$ cat config.mk
export PLATFORM = sky130hd
export DESIGN_NAME = icache_req_arbiter_mc
export DESIGN_NICKNAME = d
export VERILOG_FILES = /design/src/rtl/icache_req_arbiter_mc_pkg.sv /design/src/rtl/icache_rr_pick.sv /design/src/rtl/icache_req_arbiter_mc.sv
export SDC_FILE = /design/constraint.sdc
export NUM_CORES = 1
export LEC_CHECK = 0
export ABC_AREA = 1
export CAP_MARGIN = 20
export CORE_MARGIN = 10
export CORE_UTILIZATION = 41
export CTS_BUF_LIST = sky130_fd_sc_hd__clkbuf_16
export CTS_CLUSTER_DIAMETER = 30
export DETAILED_ROUTE_END_ITERATION = 12
export GPL_TIMING_DRIVEN = 0
export PLACE_DENSITY = 0.84
export SYNTH_ARGS = -nofsm -noshare
export SYNTH_HDL_FRONTEND = slang
export SYNTH_SLANG_ARGS = --single-unit
$ cat constraint.sdc
create_clock -name clk -period 5.6 [get_ports clk]
set_input_delay 1.12 -clock clk [delete_from_list [all_inputs] [get_ports clk]]
set_output_delay 1.12 -clock clk [all_outputs]
set_load 0.02 [all_outputs]
$ cat src/rtl/icache_req_arbiter_mc_pkg.sv
// Shared types, defaults and helpers for the icache tag-pipeline request arbiter.
package icache_req_arbiter_mc_pkg;

    localparam int ARB_CH_NUM       = 4;
    localparam int ARB_OPCODE_W     = 5;
    localparam int ARB_TXNID_W      = 8;
    localparam int ARB_ADDR_W       = 32;
    localparam int ARB_PRIO_W       = 2;
    localparam int ARB_STARVE_LIMIT = 15;
    // Age counters are sized for the largest legal starvation limit (255).
    localparam int ARB_AGE_W        = 8;

    // Request record at the default widths.
    typedef struct packed {
        logic [ARB_OPCODE_W-1:0] opcode;
        logic [ARB_TXNID_W-1:0]  txnid;
        logic [ARB_ADDR_W-1:0]   addr;
    } arb_req_t;

    // Index width for an n-entry vector; never below one bit.
    function automatic int idx_w(input int n);
        return (n > 1) ? $clog2(n) : 1;
    endfunction

endpackage

$ cat src/rtl/icache_rr_pick.sv
// Combinational round-robin picker: first set request at or after ptr, wrapping.
module icache_rr_pick
    import icache_req_arbiter_mc_pkg::*;
#(
    parameter int N = ARB_CH_NUM,
    localparam int PW = idx_w(N)
) (
    input  logic [N-1:0]  req,
    input  logic [PW-1:0] ptr,
    output logic [N-1:0]  grant
);

    logic [PW:0] pos;
    logic        found;

    // Walk the request vector starting at ptr and grant the first hit.
    always_comb begin
        // NOTE: every variable gets a default before the loop so no path leaves it unassigned (no latch).
        grant = '0;
        found = 1'b0;
        pos   = '0;
        for (int k = 0; k < N; k++) begin
            pos = {1'b0, ptr} + (PW+1)'(k);
            if (pos >= (PW+1)'(N)) begin
                pos = pos - (PW+1)'(N);
            end
            if (!found && req[pos[PW-1:0]]) begin
                grant[pos[PW-1:0]] = 1'b1;
                found              = 1'b1;
            end
        end
    end

endmodule

$ cat src/rtl/icache_req_arbiter_mc.sv
// N-channel tag-pipeline request arbiter: programmable priority, round-robin
// within a level, anti-starvation aging, per-channel enable, one output slot.
module icache_req_arbiter_mc
    import icache_req_arbiter_mc_pkg::*;
#(
    parameter int CH_NUM       = ARB_CH_NUM,
    parameter int OPCODE_W     = ARB_OPCODE_W,
    parameter int TXNID_W      = ARB_TXNID_W,
    parameter int ADDR_W       = ARB_ADDR_W,
    parameter int PRIO_W       = ARB_PRIO_W,
    parameter int STARVE_LIMIT = ARB_STARVE_LIMIT,
    localparam int CH_W        = idx_w(CH_NUM)
) (
    input  logic                         clk,
    input  logic                         rst,
    input  logic [CH_NUM-1:0]            cfg_en,
    input  logic [CH_NUM*PRIO_W-1:0]     cfg_prio,
    input  logic [CH_NUM-1:0]            in_vld,
    output logic [CH_NUM-1:0]            in_rdy,
    input  logic [CH_NUM*OPCODE_W-1:0]   in_opcode,
    input  logic [CH_NUM*TXNID_W-1:0]    in_txnid,
    input  logic [CH_NUM*ADDR_W-1:0]     in_addr,
    output logic                         tag_req_vld,
    input  logic                         tagram_rdy,
    input  logic                         mshr_rdy,
    output logic [OPCODE_W-1:0]          tag_req_opcode,
    output logic [TXNID_W-1:0]           tag_req_txnid,
    output logic [ADDR_W-1:0]            tag_req_addr,
    output logic [CH_W-1:0]              tag_req_ch,
    output logic [CH_NUM-1:0]            urgent_vec
);

    localparam int AGE_W = ARB_AGE_W;
    localparam logic [AGE_W-1:0] AGE_MAX = AGE_W'(STARVE_LIMIT);

    typedef struct packed {
        logic [OPCODE_W-1:0] opcode;
        logic [TXNID_W-1:0]  txnid;
        logic [ADDR_W-1:0]   addr;
    } req_t;

    logic [CH_NUM-1:0] elig;
    logic [CH_NUM-1:0] urg_req;
    logic [CH_NUM-1:0] top_req;
    logic [CH_NUM-1:0] g_urg;
    logic [CH_NUM-1:0] g_top;
    logic [CH_NUM-1:0] grant;
    logic [PRIO_W-1:0] max_prio;
    logic              fire;
    logic              load;
    logic              any_grant;
    logic [CH_W-1:0]   win;
    logic [CH_W-1:0]   rr_ptr;
    logic [CH_W-1:0]   rr_ptr_nxt;
    logic [AGE_W-1:0]  age [CH_NUM];
    req_t              win_req;
    req_t              slot;

    assign fire = tag_req_vld & tagram_rdy & mshr_rdy;
    assign load = ~tag_req_vld | fire;
    assign elig = in_vld & cfg_en;

    // Urgent flags and the highest priority level present among eligible channels.
    always_comb begin
        urgent_vec = '0;
        max_prio   = '0;
        for (int i = 0; i < CH_NUM; i++) begin
            urgent_vec[i] = (age[i] == AGE_MAX);
            if (elig[i] && (cfg_prio[i*PRIO_W +: PRIO_W] > max_prio)) begin
                max_prio = cfg_prio[i*PRIO_W +: PRIO_W];
            end
        end
    end

    // Candidate sets for the two round-robin pickers.
    always_comb begin
        urg_req = elig & urgent_vec;
        top_req = '0;
        for (int i = 0; i < CH_NUM; i++) begin
            top_req[i] = elig[i] && (cfg_prio[i*PRIO_W +: PRIO_W] == max_prio);
        end
    end

    icache_rr_pick #(.N(CH_NUM)) u_pick_urg (
        .req   (urg_req),
        .ptr   (rr_ptr),
        .grant (g_urg)
    );

    icache_rr_pick #(.N(CH_NUM)) u_pick_top (
        .req   (top_req),
        .ptr   (rr_ptr),
        .grant (g_top)
    );

    // Urgent channels pre-empt priority; no grant while the slot is stalled or in reset.
    always_comb begin
        grant = '0;
        if (load && !rst) begin
            grant = (|urg_req) ? g_urg : g_top;
        end
    end

    assign in_rdy    = grant;
    assign any_grant = |grant;

    // Winner index, its payload and the advanced round-robin pointer.
    always_comb begin
        win     = '0;
        win_req = '0;
        for (int i = 0; i < CH_NUM; i++) begin
            if (grant[i]) begin
                win            = CH_W'(i);
                win_req.opcode = in_opcode[i*OPCODE_W +: OPCODE_W];
                win_req.txnid  = in_txnid[i*TXNID_W +: TXNID_W];
                win_req.addr   = in_addr[i*ADDR_W +: ADDR_W];
            end
        end
        if ((CH_NUM == 1) || (win == CH_W'(CH_NUM-1))) begin
            rr_ptr_nxt = '0;
        end else begin
            rr_ptr_nxt = win + 1'b1;
        end
    end

    // Round-robin pointer moves past the winner on every grant.
    always_ff @(posedge clk or posedge rst) begin
        if (rst) begin
            // NOTE: sequential state uses non-blocking assignments so every flop samples pre-edge values.
            rr_ptr <= '0;
        end else if (any_grant) begin
            rr_ptr <= rr_ptr_nxt;
        end
    end

    // Age counters: clear when idle/masked or granted, count losses to another channel.
    always_ff @(posedge clk or posedge rst) begin
        if (rst) begin
            // NOTE: this small register array feeds urgent_vec, so it is reset like any other state.
            for (int i = 0; i < CH_NUM; i++) begin
                age[i] <= '0;
            end
        end else begin
            for (int i = 0; i < CH_NUM; i++) begin
                if (!elig[i] || grant[i]) begin
                    age[i] <= '0;
                end else if (any_grant && (age[i] != AGE_MAX)) begin
                    age[i] <= age[i] + 1'b1;
                end
            end
        end
    end

    // Output slot: load on grant, empty on fire with no replacement, hold otherwise.
    always_ff @(posedge clk or posedge rst) begin
        if (rst) begin
            tag_req_vld <= 1'b0;
            slot        <= '0;
            tag_req_ch  <= '0;
        end else if (any_grant) begin
            tag_req_vld <= 1'b1;
            slot        <= win_req;
            tag_req_ch  <= win;
        end else if (fire) begin
            tag_req_vld <= 1'b0;
        end
    end

    assign tag_req_opcode = slot.opcode;
    assign tag_req_txnid  = slot.txnid;
    assign tag_req_addr   = slot.addr;

    // A channel must keep its request up until it is accepted.
    for (genvar i = 0; i < CH_NUM; i++) begin : g_proto
        a_vld_hold: assert property (@(posedge clk) disable iff (rst)
                                     (in_vld[i] && !in_rdy[i]) |=> in_vld[i])
            else $error("channel %0d dropped in_vld before in_rdy", i);
    end

endmodule
After elaboration in Yosys (flattened, before gate mapping)
Index checks and enable logic that the tools add are counted.
{"block": "totals", "rom_bits": 0, "input_bits": 200, "mem_count": 0, "register_bits": 82, "latch_bits": 0, "ram_bits": 0, "out_inout_bits": 56}
{"block": "classes", "shift": 0, "eq_ne": 13, "n_lt_le_gt_ge": 16, "reduce_logical": 45, "multipliers": 0, "bitwise_logic": 12, "div_mod_pow": 0, "mux": 66, "add_sub_neg": 12}
{"operator": "$mux 45", "n": 4}
{"operator": "$mux 8", "n": 8}
{"operator": "$mux 4", "n": 10}
{"operator": "$add 8x1->8 const B", "n": 4}
{"operator": "$eq 8x4->1 const B", "n": 4}
{"operator": "$ne 8x4->1 const B", "n": 4}
{"operator": "$or 4x4->4", "n": 6}
{"operator": "$logic_and 1x1->1", "n": 23}
{"operator": "$mux 2", "n": 11}
{"operator": "$mux 1", "n": 21}
{"operator": "$bmux 1 s2", "n": 8}
{"operator": "$lt 2x3->1 const B", "n": 4}
{"operator": "$logic_not 1->1", "n": 11}
{"operator": "$reduce_bool 2->1", "n": 5}
{"operator": "$ge 3x3->1 const B", "n": 3}
{"operator": "$and 4x4->4", "n": 2}
{"operator": "$demux 1 s2", "n": 4}
{"operator": "$eq 2x2->1", "n": 4}
{"operator": "$ge 2x1->1 const B", "n": 4}
{"operator": "$reduce_or 4->1", "n": 2}
{"operator": "$sub 2x1->2 const B", "n": 4}
{"operator": "$add 2x2->3 const B", "n": 2}
{"operator": "$gt 2x2->1", "n": 3}
{"operator": "$logic_or 1x1->1", "n": 4}
{"operator": "8 further kinds", "n": 9}

Longest topological paths before layout
Gate-level depths: netlist of the first run.
{"block": "logic_depth", "ltp_word": 33, "mapped_depth": 44, "depth_no_buf": 43}

Cells and area by module
Synthesis of the first run repeated with hierarchy kept, for this count alone.
{"block": "hier_totals", "cells_unflattened": 1089, "area_unflattened_um2": 6951.7}
{"module": "icache_req_arbiter_mc", "seq_area_each_um2": 2052.0, "cells_per_inst": 943, "area_each_um2": 6155.9, "instances": 1}
{"module": "icache_rr_pick at u_pick_top", "seq_area_each_um2": 0.0, "cells_per_inst": 73, "area_each_um2": 399.1, "instances": 1}
{"module": "icache_rr_pick at u_pick_urg", "seq_area_each_um2": 0.0, "cells_per_inst": 73, "area_each_um2": 396.6, "instances": 1}

Least setup slack after synthesis of the first run
OpenSTA, ideal clock, no wires.
{"block": "synth_timing", "kind": "input to output", "startpoint": "input port in_vld[0]", "endpoint": "output port in_rdy[2]", "path_stages": 38, "arrival_time_ns": 4.975, "path_slack_ns": -0.495, "t_required_ns": 4.480, "n_path_buf": 2, "cell_sequence": "nand2_1 inv_2 nand2_1 inv_1 ha_1 nand2_1 inv_2 nor2_4 nand3_1 nand2_1 inv_1 ha_1 inv_2 o21bai_1 nand2_1 inv_2 nand2_1 nand2_1 (+2 left out) nand2_1 nor2_2 inv_2 nand3_1 nand2_1 nor2_1 nor2_1 nand3_1 nand2_1 nand2_1 nand2_2 nor2_4 nand3_1 nand3_2 nand2_4 buf_6 buf_6 inv_1"}
{"block": "synth_between", "elab_chain_cells": 28}
{"element": "start: declaration", "line": "icache_req_arbiter_mc.sv:18", "source": "input logic [CH_NUM-1:0] in_vld,"}
{"element": "$and 4x4->4 (*)", "line": "icache_req_arbiter_mc.sv:61", "source": "assign elig = in_vld & cfg_en;"}
{"element": "$logic_and 1x1->1", "line": "icache_req_arbiter_mc.sv:69", "source": "if (elig[i] && (cfg_prio[i*PRIO_W +: PRIO_W] > max_prio)) begin"}
{"element": "$mux 2", "line": "icache_req_arbiter_mc.sv:69"}
{"element": "$gt 2x2->1", "line": "icache_req_arbiter_mc.sv:69"}
{"element": "$logic_and 1x1->1", "line": "icache_req_arbiter_mc.sv:69"}
{"element": "$mux 2", "line": "icache_req_arbiter_mc.sv:69"}
{"element": "$gt 2x2->1", "line": "icache_req_arbiter_mc.sv:69"}
{"element": "$logic_and 1x1->1", "line": "icache_req_arbiter_mc.sv:69"}
{"element": "(+12 left out)"}
{"element": "$logic_not 1->1", "line": "icache_rr_pick.sv:27", "source": "if (!found && req[pos[PW-1:0]]) begin"}
{"element": "$logic_and 1x1->1", "line": "icache_rr_pick.sv:27"}
{"element": "$mux 1", "line": "icache_rr_pick.sv:27"}
{"element": "$logic_not 1->1", "line": "icache_rr_pick.sv:27"}
{"element": "$logic_and 1x1->1", "line": "icache_rr_pick.sv:27"}
{"element": "$mux 4", "line": "icache_rr_pick.sv:27"}
{"element": "$mux 4 (*)", "line": "icache_req_arbiter_mc.sv:100", "source": "grant = (|urg_req) ? g_urg : g_top;"}
{"element": "$mux 4 (*)", "line": "icache_req_arbiter_mc.sv:99", "source": "if (load && !rst) begin"}
{"element": "end: declaration", "line": "icache_req_arbiter_mc.sv:19", "source": "output logic [CH_NUM-1:0] in_rdy,"}
Mark *: on every way between the ends. The rest lies on a longest branch, timed or not. The select of a mux whose other input is x is not followed.

Worst setup path in the final report of the first run
{"block": "layout_timing", "startpoint": "input port cfg_en[0]", "endpoint": "output port in_rdy[2]"}
{"block": "layout_between", "elab_chain_cells": 28}
{"element": "start: declaration", "line": "icache_req_arbiter_mc.sv:16", "source": "input logic [CH_NUM-1:0] cfg_en,"}
{"element": "$and 4x4->4 (*)", "line": "icache_req_arbiter_mc.sv:61"}
{"element": "$logic_and 1x1->1", "line": "icache_req_arbiter_mc.sv:69"}
{"element": "$mux 2", "line": "icache_req_arbiter_mc.sv:69"}
{"element": "$gt 2x2->1", "line": "icache_req_arbiter_mc.sv:69"}
{"element": "$logic_and 1x1->1", "line": "icache_req_arbiter_mc.sv:69"}
{"element": "$mux 2", "line": "icache_req_arbiter_mc.sv:69"}
{"element": "$gt 2x2->1", "line": "icache_req_arbiter_mc.sv:69"}
{"element": "$logic_and 1x1->1", "line": "icache_req_arbiter_mc.sv:69"}
{"element": "(+12 left out)"}
{"element": "$logic_not 1->1", "line": "icache_rr_pick.sv:27"}
{"element": "$logic_and 1x1->1", "line": "icache_rr_pick.sv:27"}
{"element": "$mux 1", "line": "icache_rr_pick.sv:27"}
{"element": "$logic_not 1->1", "line": "icache_rr_pick.sv:27"}
{"element": "$logic_and 1x1->1", "line": "icache_rr_pick.sv:27"}
{"element": "$mux 4", "line": "icache_rr_pick.sv:27"}
{"element": "$mux 4 (*)", "line": "icache_req_arbiter_mc.sv:100"}
{"element": "$mux 4 (*)", "line": "icache_req_arbiter_mc.sv:99"}
Marked as above.

==> flow_summary.json, run 1 <==
{
  "critical_path_class": "in2out",
  "layout_commonest_cell": "nand2_1",
  "drt_iter0_drc": 726,
  "ys.flop_type": "dfrtp_1",
  "setup-tns-final_ns": -5.945,
  "syn_inst": 1051,
  "vias": 8463,
  "firstDrtPassIters": 8,
  "instances_no_fill": 1572,
  "first_global_vias": 7974,
  "synth-edff-count": 0,
  "cts.sinks": 82,
  "hold_class": "reg2reg",
  "path_clk_slew_ns": 0.06,
  "yosysSeqAreaShare": 0.2994,
  "die_area_um2": 22290,
  "start_kind": "input port",
  "setup_viol": 39,
  "synth_area_um2": 6854,
  "ir_drop_v": 0.0002363,
  "antenna_found_initial": 1,
  "wl_per_cell_um": 18.92,
  "yosys.cell_types.count": 37,
  "min_period_ns": 6.380,
  "die_x_um": 149.3,
  "tightestPinTransition_ns": 0.5611,
  "maxCapViolations": 0,
  "crit_family": "simple AND/OR/NAND/NOR gates",
  "rsz0062_at_grt": "true",
  "remaining_drc_errors": 0,
  "critPathBufInv": 9,
  "track_usage": 0.2555,
  "postPlaceCellArea_um2": 9913,
  "overflow": 0,
  "gp_congestion": 0.9960,
  "htree_levels": 3,
  "async_flop_share": 1.000,
  "totalWireLength_um": 29740,
  "final_area_um2": 10750,
  "chipHeight_um": 149.3,
  "violations": "negative setup slack",
  "synthToLayoutAreaGrowth_pct": 56.83,
  "clk-insertion-delay-late_ns": 0.35,
  "grt_pass1_wl_um": 45050,
  "hold_viol": 0,
  "total_power_mw": 4.321,
  "fin_ws_ns": -0.7802,
  "rows": 47,
  "viasPerCell": 5.384,
  "root_buffer": "clkbuf_16",
  "crit_path_frequent_cell": "nand2_1",
  "grt_max_degree": 50,
  "cts_tree": "done",
  "synth.ff_latch_count": 82,
  "critPathSlowestCell": "ha_1",
  "antenna_left": 0,
  "syn_nets": 1268,
  "io_pins": 256,
  "cts_buffers": 9,
  "worst-path-max-fanout": 8,
  "final_cell_mix": "nand2_1, clkdlybuf4s50_1, nand3_1, inv_1, dfrtp_1",
  "clk_path_buf_depth": 2,
  "status": "finished with violations",
  "drive_gt1_frac": 0.1784,
  "final_nets": 1563,
  "hpwl_um": 22510,
  "ys_warn_count": 0,
  "p_leak_nw": 5.295,
  "port_buffers": 255,
  "period_share": 1.139,
  "fmax_ghz": 0.1567,
  "start_util": 0.4163,
  "drv_slew": 0,
  "timing.hold.ws_ns": 0.4707,
  "power_density_nw_per_um2": 402.0,
  "critPathRequiredTime_ns": 4.48,
  "avgSynthCellArea_um2": 6.521,
  "placed_cells": 1527,
  "slew-limit-headroom": 0.6228,
  "end_kind": "output pin",
  "design.core.area_um2": 16470,
  "fin_skew_ns": 0.007961,
  "cpPeakStageDelay_ns": 0.29,
  "crit_arrival_ns": 5.26
}
-- where the power goes --
group	total [mW]	switching [mW]	internal, mW
combinational	2.81	1.68	1.12
sequential	0.922	0.121	0.801
clock	0.590	0.249	0.341
-- worst paths after layout --
check | slack, ns | depth (start not counted) | to | from
worst min-delay path | 0.47 | 2 | tag_req_ch[1] | tag_req_ch[1]
min in group asynchronous | 1.18 | 2 | tag_req_vld | rst
worst max-delay path | -0.78 | 36 | in_rdy[2] | cfg_en[0]
worst min register to register | 0.47 | 2 | tag_req_ch[1] | tag_req_ch[1]
max in group asynchronous | 3.80 | 3 | tag_req_addr[26] | rst
worst max register to register | 1.95 | 23 | tag_req_addr[2] | age[16]
-- tightest hold or removal path: stages, from the launching register on --
cell	delay, ns
dfrtp_1	0.34
nand2_1	0.06
nand2_1	0.05
-- per-stage QoR --
stage / utilization / setup slack (ns)
after floorplan: - / -0.1874
after global placement: 0.6002 / -1.792
after detailed placement: 0.6021 / -1.905
after CTS: 0.6372 / -0.5983
after global routing: 0.6527 / -1.012
final: 0.6528 / -0.7802
-- cell families (layout without fill, tap and decap cells) --
| logic type | count (synthesis) | count (layout) | synth area share |
|---|---|---|---|
| AND/OR/NAND/NOR | 724 | 724 | 0.5016 |
| buffers and inverters | 175 | 475 | 0.1132 |
| flip-flops | 82 | 82 | 0.2994 |
| AO/OA/AOI/OAI | 29 | 29 | 0.02410 |
| XOR/XNOR | 24 | 24 | 0.03067 |
| adder cells (fa/ha/maj) | 17 | 17 | 0.03103 |
| other | 0 | 1 | 0 |
-- state kept, by name, summed over array words and instances, names as in the netlist --
| name | cells |
|---|---|
| age | 32 |
| tag_req_addr | 32 |
| tag_req_txnid | 8 |
| tag_req_opcode | 5 |
| rr_ptr | 2 |
| tag_req_ch | 2 |
| tag_req_vld | 1 |
-- synthesized netlist by cell type, types with 4 or more instances --
| cell type | count | area share |
|---|---|---|
| nand3_2 | 5 | 0.0073 |
| nand2_2 | 8 | 0.0073 |
| xor2_1 | 23 | 0.029 |
| nor2_1 | 34 | 0.019 |
| nand2_1 | 311 | 0.17 |
| buf_6 | 7 | 0.012 |
| o21ai_0 | 6 | 0.0044 |
| inv_1 | 107 | 0.059 |
| buf_4 | 8 | 0.0088 |
| nor2_2 | 8 | 0.0073 |
| o21ai_1 | 5 | 0.0037 |
| buf_2 | 28 | 0.020 |
| clkbuf_1 | 6 | 0.0033 |
| or2_2 | 30 | 0.027 |
| inv_2 | 13 | 0.0071 |
| buf_1 | 4 | 0.0022 |
| dfrtp_1 | 82 | 0.30 |
| nand3_1 | 243 | 0.18 |
| a21oi_1 | 11 | 0.0080 |
| nand4_1 | 52 | 0.047 |
| or2_1 | 15 | 0.014 |
| nand2_4 | 4 | 0.0066 |
| nor3_1 | 5 | 0.0037 |
| ha_1 | 17 | 0.031 |
-- area by class of cell --
type	count	area, um^2
Antenna cell	1	2.502
Buffer	51	399.1
Clock buffer	9	225.2
Clock inverter	7	63.81
Fill cell	1397	5717
Inverter	121	481.7
Multi-Input combinational cell	794	4412
Sequential cell	82	2052
Tap cell	220	275.3
Timing Repair Buffer	287	2838
-- metal layers --
layer / share of wire / global-route usage
met1: 0.39 / 0.3061
met2: 0.48 / 0.4230
met3: 0.084 / 0.05704
met4: 0.051 / 0.1266
met5: 0.00044 / 0
-- repair_timing --
item                                    in CTS  in global routing
endpoints found under the setup margin      86                 86
hold buffers                                 0                  0
buffers inserted                            27                  4
hold endpoints to repair                     0                  0
pin swaps                                   40                 18
gates resized for setup                     81                 77
No activity file was read; power rests on OpenSTA's default activity.
==> run 2: changes to the inputs <==
--- a/config.mk
+++ b/config.mk
@@ -6,6 +6,7 @@
 export NUM_CORES = 1
 export LEC_CHECK = 0
 export ABC_AREA = 1
+export ABC_CLOCK_PERIOD_IN_PS = 5600
 export CAP_MARGIN = 20
 export CORE_MARGIN = 10
 export CORE_UTILIZATION = 41
==> results of run 2 <==
Same layout as run 1: the final DEF is identical, and so are final timing and power.
